## src/rtl/beam_mux_pkg.sv

```systemverilog
// Shared types and helpers for the beam_mux frame scheduler and its bench model.
// next_enabled() is the single definition of the round-robin order.
package beam_mux_pkg;

  localparam int N_DACS_DEFAULT = 3;
  localparam int SEL_W_DEFAULT  = 2;
  localparam int MAX_DACS       = 4;

  typedef enum logic [1:0] {
    IDLE  = 2'd0,
    GUARD = 2'd1,
    RUN   = 2'd2
  } sched_state_t;

  // First set mask bit strictly after cur, wrapping modulo n_dacs.
  // Returns cur itself when it is the only enabled index.
  function automatic logic [1:0] next_enabled(input logic [MAX_DACS-1:0] mask,
                                              input logic [1:0]          cur,
                                              input int                  n_dacs);
    logic [1:0] nxt;
    logic [1:0] idx;
    logic       found;
    int         pos;
    nxt   = cur;
    found = 1'b0;
    for (int k = 1; k <= MAX_DACS; k++) begin
      if (k <= n_dacs && !found) begin
        pos = (int'(cur) + k) % n_dacs;
        idx = pos[1:0];
        if (mask[idx]) begin
          nxt   = idx;
          found = 1'b1;
        end
      end
    end
    return nxt;
  endfunction

endpackage

```

## src/rtl/beam_rr_pick.sv

```systemverilog
// Combinational round-robin picker: next enabled DAC after the current one,
// plus the lowest enabled DAC used when leaving IDLE.
module beam_rr_pick
  import beam_mux_pkg::*;
#(
  parameter int N_BEAM_MUX_DACS = N_DACS_DEFAULT,
  parameter int SEL_W           = SEL_W_DEFAULT
) (
  input  logic [N_BEAM_MUX_DACS-1:0] mask,
  input  logic [SEL_W-1:0]           cur,
  output logic [SEL_W-1:0]           next_idx,
  output logic [SEL_W-1:0]           first_idx,
  output logic                       cur_enabled,
  output logic                       any_enabled
);

  logic [MAX_DACS-1:0] mask_ext;
  logic [1:0]          cur_idx;
  logic [1:0]          last_idx;

  always_comb begin
    mask_ext                      = '0;
    mask_ext[N_BEAM_MUX_DACS-1:0] = mask;
  end

  assign cur_idx  = cur[1:0];
  assign last_idx = 2'(N_BEAM_MUX_DACS - 1);

  // Searching "after the last index" yields the lowest set bit.
  assign next_idx    = SEL_W'(next_enabled(mask_ext, cur_idx, N_BEAM_MUX_DACS));
  assign first_idx   = SEL_W'(next_enabled(mask_ext, last_idx, N_BEAM_MUX_DACS));
  assign cur_enabled = mask_ext[cur_idx];
  assign any_enabled = |mask;

endmodule

```

## src/rtl/beam_mux_sched.sv

```systemverilog
// Frame-level scheduler in front of beam_mux: owns dac_sel, gates the modulator
// stream so the selection only changes between frames, with guard gaps on switches.
module beam_mux_sched
  import beam_mux_pkg::*;
#(
  parameter int N_BEAM_MUX_DACS = N_DACS_DEFAULT,
  parameter int SEL_W           = SEL_W_DEFAULT,
  parameter int CNT_W           = 8,
  parameter int GUARD_CYCLES    = 2
) (
  input  logic                       clk,
  input  logic                       rst,
  input  logic                       en,
  input  logic [N_BEAM_MUX_DACS-1:0] dac_mask,
  input  logic [CNT_W-1:0]           dwell_frames,
  input  logic                       s_t_valid,
  input  logic                       s_t_last,
  output logic                       s_t_ready,
  input  logic                       mux_t_ready,
  output logic                       mux_t_valid,
  output logic [SEL_W-1:0]           dac_sel,
  output logic                       busy,
  output logic                       frame_done,
  output logic [CNT_W-1:0]           frame_cnt
);

  localparam int GW = (GUARD_CYCLES > 1) ? $clog2(GUARD_CYCLES) : 1;
  localparam logic [GW-1:0] GUARD_LAST = GW'((GUARD_CYCLES > 0) ? GUARD_CYCLES - 1 : 0);
  localparam sched_state_t AFTER_SELECT = (GUARD_CYCLES == 0) ? RUN : GUARD;

  sched_state_t     state_q, state_d;
  logic [SEL_W-1:0] dac_sel_q, dac_sel_d;
  logic [CNT_W-1:0] frame_cnt_q, frame_cnt_d;
  logic [GW-1:0]    guard_cnt_q, guard_cnt_d;
  logic             in_frame_q, in_frame_d;
  logic             stop_pending_q, stop_pending_d;
  logic             frame_done_q, frame_done_d;

  logic [SEL_W-1:0] next_idx;
  logic [SEL_W-1:0] first_idx;
  logic             cur_enabled;
  logic             any_enabled;

  logic             accept;
  logic             frame_end;
  logic [CNT_W-1:0] dwell_eff;
  logic [CNT_W:0]   cnt_next;
  logic             dwell_reached;

  beam_rr_pick #(
    .N_BEAM_MUX_DACS(N_BEAM_MUX_DACS),
    .SEL_W          (SEL_W)
  ) u_pick (
    .mask       (dac_mask),
    .cur        (dac_sel_q),
    .next_idx   (next_idx),
    .first_idx  (first_idx),
    .cur_enabled(cur_enabled),
    .any_enabled(any_enabled)
  );

  assign accept        = (state_q == RUN) && s_t_valid && mux_t_ready;
  assign frame_end     = accept && s_t_last;
  assign dwell_eff     = (dwell_frames == '0) ? CNT_W'(1) : dwell_frames;
  assign cnt_next      = {1'b0, frame_cnt_q} + 1'b1;
  assign dwell_reached = cnt_next >= {1'b0, dwell_eff};

  always_ff @(posedge clk or posedge rst) begin
    if (rst) begin
      state_q        <= IDLE;
      dac_sel_q      <= '0;
      frame_cnt_q    <= '0;
      guard_cnt_q    <= '0;
      in_frame_q     <= 1'b0;
      stop_pending_q <= 1'b0;
      frame_done_q   <= 1'b0;
    end else begin
      state_q        <= state_d;
      dac_sel_q      <= dac_sel_d;
      frame_cnt_q    <= frame_cnt_d;
      guard_cnt_q    <= guard_cnt_d;
      in_frame_q     <= in_frame_d;
      stop_pending_q <= stop_pending_d;
      frame_done_q   <= frame_done_d;
    end
  end

  // dac_mask and dwell_frames are only consulted at IDLE exit and at frame end.
  always_comb begin
    state_d        = state_q;
    dac_sel_d      = dac_sel_q;
    frame_cnt_d    = frame_cnt_q;
    guard_cnt_d    = guard_cnt_q;
    in_frame_d     = in_frame_q;
    stop_pending_d = stop_pending_q;
    frame_done_d   = 1'b0;

    case (state_q)
      IDLE: begin
        in_frame_d     = 1'b0;
        stop_pending_d = 1'b0;
        guard_cnt_d    = '0;
        if (en && any_enabled) begin
          dac_sel_d   = first_idx;
          frame_cnt_d = '0;
          state_d     = AFTER_SELECT;
        end
      end

      GUARD: begin
        if (!en) begin
          guard_cnt_d = '0;
          state_d     = IDLE;
        end else if (guard_cnt_q == GUARD_LAST) begin
          guard_cnt_d = '0;
          state_d     = RUN;
        end else begin
          guard_cnt_d = guard_cnt_q + 1'b1;
        end
      end

      RUN: begin
        if (accept) begin
          in_frame_d = !s_t_last;
        end
        if (frame_end) begin
          frame_done_d   = 1'b1;
          stop_pending_d = 1'b0;
          if (!any_enabled || !en || stop_pending_q) begin
            frame_cnt_d = '0;
            state_d     = IDLE;
          end else if (dwell_reached || !cur_enabled) begin
            frame_cnt_d = '0;
            if (next_idx != dac_sel_q) begin
              dac_sel_d   = next_idx;
              guard_cnt_d = '0;
              state_d     = AFTER_SELECT;
            end
          end else begin
            frame_cnt_d = cnt_next[CNT_W-1:0];
          end
        end else if (!en) begin
          // A frame already under way is allowed to finish before stopping.
          if (in_frame_q || accept) begin
            stop_pending_d = 1'b1;
          end else begin
            state_d = IDLE;
          end
        end
      end

      default: begin
        state_d = IDLE;
      end
    endcase
  end

  always_comb begin
    s_t_ready   = (state_q == RUN) && mux_t_ready;
    mux_t_valid = (state_q == RUN) && s_t_valid;
    busy        = (state_q != IDLE);
    dac_sel     = dac_sel_q;
    frame_done  = frame_done_q;
    frame_cnt   = frame_cnt_q;
  end

endmodule

```

## config.mk

```make
export PLATFORM = sky130hd
export DESIGN_NAME = beam_mux_sched
export DESIGN_NICKNAME = d
export VERILOG_FILES = /design/src/rtl/beam_mux_pkg.sv /design/src/rtl/beam_rr_pick.sv /design/src/rtl/beam_mux_sched.sv
export SDC_FILE = /design/constraint.sdc
export NUM_CORES = 1
export LEC_CHECK = 0
export CORE_MARGIN = 8
export CORE_UTILIZATION = 52
export CTS_CLUSTER_SIZE = 24
export DETAILED_ROUTE_END_ITERATION = 6
export PLACE_DENSITY_LB_ADDON = 0.15
export SETUP_SLACK_MARGIN = 0.05
export SLEW_MARGIN = 40
export SYNTH_ARGS = -nofsm -noshare
export SYNTH_HDL_FRONTEND = slang
export SYNTH_SLANG_ARGS = --single-unit
```

## constraint.sdc

```tcl
create_clock -name clk -period 3.4 [get_ports clk]
set_input_delay 0.34 -clock clk [delete_from_list [all_inputs] [get_ports clk]]
set_output_delay 0.34 -clock clk [all_outputs]
set_load 0.01 [all_outputs]
```

# Yosys cells after proc, flatten, opt, wreduce, memory -nomap -nowiden
# Index checks and enable logic that the tools add are counted.
# totals
out_inout_bits	14
memories	0
mem_bits_rw	0
rom_bits	0
elab_cells	121
latch_bits	0
ff_bits	16
# classes
n_mux	61
bitwise_logic	0
n_div	3
reduce_logical	25
shifts	0
add_sub_neg	5
magnitude_cmp	5
eq_ne	15
n_mul	0
# op_table
operator	count
$mod 32x3->32 const B	3
$mux 2	24
$mux 8	5
$mux 1	22
$pmux 8 s2	1
$lt 2x3->1 const B	4
$reduce_and 6->1	2
$add 8x1->9 const B	1
$ge 9x8->1	1
$ne 3x3->1 const B	3
$bmux 1 s2	4
$logic_not 8->1	1
$ne 2x2->1 const B	4
$ne 4x2->1 const B	2
$add 2x2->3 const B	2
$pmux 2 s3	1
$reduce_and 3->1	2
$logic_and 1x1->1	5
$reduce_and 5->1	1
$logic_not 1->1	4
$logic_or 1x1->1	4
$ne 2x1->1 const B	2
$pmux 1 s2	2
$pmux 2 s2	1
12 further kinds	13

# Longest topological paths before layout
# depth
word_depth	15
mapped_depth	12

# Cells and area by module
# From an unflattened synthesis, not the netlist that was laid out.
# unflattened
hier_cells	163
hier_area_um2	1501.4
# modules_own_cells
mod	seq_area_each_um2	instances	cells_per_inst	area_each_um2
beam_mux_sched	400.4	1	123	1223.7
beam_rr_pick	0.0	1	40	277.8

# Least setup slack after synthesis
# OpenSTA, ideal clock, no wires.
# synth_path
path_kind	register -> register
startpoint	register frame_cnt_q[0] (netlist: frame_cnt[0])
endpoint	register state_q[1]
setup_slack_ns	0.521
n_path_buf	0
setup_time_ns	0.131
path_stages_with_launch	12
t_arrival_ns	2.747
path_cell_list	dfrtp_1 ha_1 nand3_1 nor2_1 xor2_1 ha_1 and3_1 a221oi_1 o311ai_1 nor3_2 nor4_1 or3_1
# synth_between
elab_chain_len	5
# synth_rtl
element	line_no	source
start: declaration	beam_mux_sched.sv:33	logic [CNT_W-1:0] frame_cnt_q, frame_cnt_d;
start signal: assignment	beam_mux_sched.sv:80	frame_cnt_q <= frame_cnt_d;
$add 8x1->9	beam_mux_sched.sv:65	assign cnt_next = {1'b0, frame_cnt_q} + 1'b1;
$ge 9x8->1	beam_mux_sched.sv:66	assign dwell_reached = cnt_next >= {1'b0, dwell_eff};
$logic_or 1x1->1	beam_mux_sched.sv:132	end else if (dwell_reached || !cur_enabled) begin
$ne 4x2->1 (no source line)	--	
$reduce_and 6->1 (no source line)	--	
end signal: assignment	beam_mux_sched.sv:78	state_q <= state_d;
end: declaration	beam_mux_sched.sv:31	sched_state_t state_q, state_d;
# No other way between the ends.
# A chain may end at the register's enable or synchronous reset.

# Worst setup path after layout
# layout_path
startpoint	register frame_cnt_q[0] (netlist: frame_cnt[0])
endpoint	register dac_sel_q[1] (netlist: dac_sel[1])
# layout_between
elab_chain_len	5
# layout_rtl
element	line_no	source
$add 8x1->9	beam_mux_sched.sv:65	
$ge 9x8->1	beam_mux_sched.sv:66	
$logic_or 1x1->1	beam_mux_sched.sv:132	
$ne 2x1->1 (no source line)	--	
$reduce_and 6->1 (no source line)	--	
end signal: assignment	beam_mux_sched.sv:79	dac_sel_q <= dac_sel_d;
end: declaration	beam_mux_sched.sv:32	logic [SEL_W-1:0] dac_sel_q, dac_sel_d;
# No other way between the ends.

==> impl_results.md <==
* Post-Syn Area at 0.00160 sq mm
* Max_slew headroom at 55.6%
* Final Cycle Share at 91.3%
* Area of the core at 0.00298 sq mm
* Number of flops mapped to enable cells by yosys at 0
* TritonCTS buffer count at 3
* Global-route wire length before repair at 7090 um
* Bufs and invs on worst path at 0
* Register area share after synthesis at 25.1%
* Clk slew on worst S/H paths at 0.09 ns
* Final wirelength at 4120 um
* Quantity of I/O buffers inserted on ports at 30
* Hold slack at 0.415 ns
* Crit. End Element: flop
* Min Tclk post-route at 3.10 ns
* Row count at 20
* Clock tree buffer depth at 2
* DR pass1 iterations at 4
* Most used cell, CP: ha_1
* Worst skew pair latency at 0.30 ns
* CTS Hold Bufs at 0
* Ys Warns at 0
* Top FF cell, synth: dfrtp_1
* Antenna diode instance count at 0
* Crit-path slowest cell: dfrtp_1
* Total power at 0.934 mW
* Clock network fraction of design power at 11.2%
* Switching power at 0.428 mW
* Wire per inst at 16.4 um
* Vias in the first global route at 1492
* Drc violations at 0
* Reg power frac at 28.5%
* DIE AREA at 0.00510 sq mm
* CP top delay family: compound AO/OA/AOI/OAI gates
* Reg2reg path depth at 11
* Worst setup SP type: flop
* Die width at 71.4 um
* Setup TNS Final at 0 ns
* RSZ-0062 raised after global routing: no
* Post-synth top area share at 25.1%
* Status: finished, final reports clean
* Initial Util at 53.6%
* GR Util All Layers at 17.0%
* Final setup vio count at 0
* Achievable Freq at 322 MHz
* Slew Limit Fails at 0
* Hold Vio Cnt, Final at 0
* Fin nets at 248
* Worst-Margin Slew at 0.656 ns
* DR iter-0 viols at 117
* Yosys reg bits at 16
* Logic gate share of total power at 60.4%
* Skew final at 0.00127 ns
* Worst EP arrival at 3.33 ns
* HPWL Detailed at 3170 um
* Internal power at 0.506 mW
* I/O pin total at 31
* CTS tree: built
* Area leader, netlist: dfrtp_1
* Die H at 71.4 um
* Layout cell share with drive strength beyond 1 at 5.50%
* Cell breakdown of the critical path: ha_1 -> nand3_1 -> nor2_2 -> xor2_1 -> ha_1 -> and3_1 -> a221oi_1 -> o311ai_1 -> o211a_1 -> a211oi_1 -> o2bb2ai_1
* Via count at 1576
* Crit-path max FO at 7
* Post-CTS Setup Bufs at 0
* Overflow after GRT at 0
* Syn nets at 224
* Pleak at 0.883 nW
* Clock root cell: clkbuf_4
* Synth Instances at 196
* Initial antenna violation count at 0
* Worst EP required at 3.63 ns
* Critical path class: reg -> reg
* Area grow syn2layout at 19.0%
* Worst Hold Class: in -> async
* Stages on the worst setup path at 11
* Switching portion of total power at 45.9%
* Pwr/cell area at 492 mW/mm^2
* Post-route ant nets at 0
* H-tree depth at 1
* Largest net degree at the start of global routing at 17
* Async set-reset flop share out of synthesis at 100%
* Number of vias per cell at 6.28
* Syn Area/Cell at 8.15 sq um
* GPL Wtd Cong at 0.853
* Clock sinks at 16
* Crit path largest cell delay at 0.45 ns
* Ranking of synthesized cells by area: dfrtp_1 (25%), ha_1 (8.6%), inv_1 (3.5%), a22o_1 (3.3%), nand3_1 (3.1%)
* Synth unique cells at 51
* Peak supply drop at 506 uV
* Max Cap Viol at 0
-- repair_timing --
action                                 4_1_cts  5_1_grt
setup endpoints to repair                    0        4
resized for setup                            0        2
endpoints found under the hold margin        0        0
-- Yosys cell counts (all sizes together) (2+ instances only) --
cell	instances
nand4bb	2
a211o	2
mux2i	3
o21ai	7
nand4	2
inv	15
xor2	2
dfrtp	16
a22o	6
and3	5
nor2b	5
a21o	6
nand2b	2
o31ai	3
or3	6
a21oi	7
or2	3
o211ai	4
nand3	10
xnor2	4
nand2	11
nor3	8
a31oi	4
and2	3
ha	11
o2111ai	2
nor4	2
a21boi	2
buf	11
nor2	13
o22ai	5
-- area by class of cell --
type | count | area, sq um
multi-input cells | 153 | 1070
repair buffers | 31 | 308
well taps | 33 | 41.3
flip-flops and latches | 16 | 400
clock buffers | 3 | 22.5
fillers | 263 | 1080
inverters | 15 | 56.3
-- state kept, by name, indices dropped and copies added (netlist names) --
register	flops
frame_cnt	8
dac_sel	2
state_q	2
frame_done	1
guard_cnt_q	1
in_frame_q	1
stop_pending_q	1
-- worst reg2reg max path, stage by stage, from the launching register on --
cell	delay, ns
dfrtp_1	0.45
ha_1	0.25
nand3_1	0.20
nor2_2	0.21
xor2_1	0.19
ha_1	0.26
and3_1	0.18
a221oi_1	0.30
o311ai_1	0.26
o211a_1	0.34
a211oi_1	0.26
o2bb2ai_1	0.14
-- power by group through the flow --
stage | clock network (mW) | registers (mW) | logic [mW]
after floorplan | 0 | 0.254 | 0.436
after global placement | 0 | 0.266 | 0.540
after detailed placement | 0 | 0.270 | 0.558
after CTS | 0.105 | 0.266 | 0.560
after global routing | 0.114 | 0.271 | 0.631
final | 0.104 | 0.266 | 0.564
-- final timing paths --
| kind | slack [ns] | endpoint | from |
|---|---|---|---|
| setup / recovery | 0.30 | dac_sel[1] | frame_cnt[0] |
| min in group clk | 0.52 | stop_pending_q | stop_pending_q |
| hold / removal | 0.42 | frame_cnt[5] | rst |
| setup reg to reg | 0.30 | dac_sel[1] | frame_cnt[0] |
| hold reg to reg | 0.52 | stop_pending_q | stop_pending_q |
| max in group asynchronous | 2.58 | frame_cnt[1] | rst |
-- logic make-up (layout without fill, tap and decap cells) --
kind of cell	after synthesis	after routing	synth area share [%]
AND/OR/NAND/NOR	76	76	27.0
AO/OA/AOI/OAI	57	57	25.8
buffers and inverters	27	49	8.31
flip-flops	16	16	25.1
adder cells (fa/ha/maj)	11	11	8.62
XOR/XNOR	6	6	3.29
multiplexers	3	3	1.88
-- layer usage --
metal  vias up  part of all wire, %  wire length, um  global-route usage, %
met4         0                  1.8               74                   7.85
met3         5                  4.8              199                   2.37
li1        772                    -                -                      -
met1       749                   46             1890                   21.4
met2        50                   47             1950                   27.9
met5         -                    0                0                      0
-- cells in the final DEF, fill, tap and decap left out, drive strengths merged, types with 4 or more instances in the layout --
cell type	instances
nand3	10
dfrtp	16
clkdlybuf4s50	30
xnor2	4
o21ai	7
o211ai	4
inv	15
or3	6
and3	5
nor2b	5
a21o	6
a31oi	4
o22ai	5
a22o	6
ha	11
nor2	13
a21oi	7
nor3	8
nand2	11
-- per-stage QoR --
| step | setup slack (ns) | cell area [sq um] | cells | utilization, % |
|---|---|---|---|---|
| 3_3_place_gp | 0.406 | 1870 | 248 | 62.8 |
| 2_1_floorplan | 0.521 | 1600 | 196 | - |
| 4_1_cts | 0.234 | 1890 | 251 | 63.5 |
| 3_5_place_dp | 0.274 | 1870 | 248 | 62.8 |
| 6_report | 0.296 | 1900 | 251 | 63.8 |
| 5_1_grt | 0.0928 | 1900 | 251 | 63.8 |
Power figures use the tool's default switching activity.
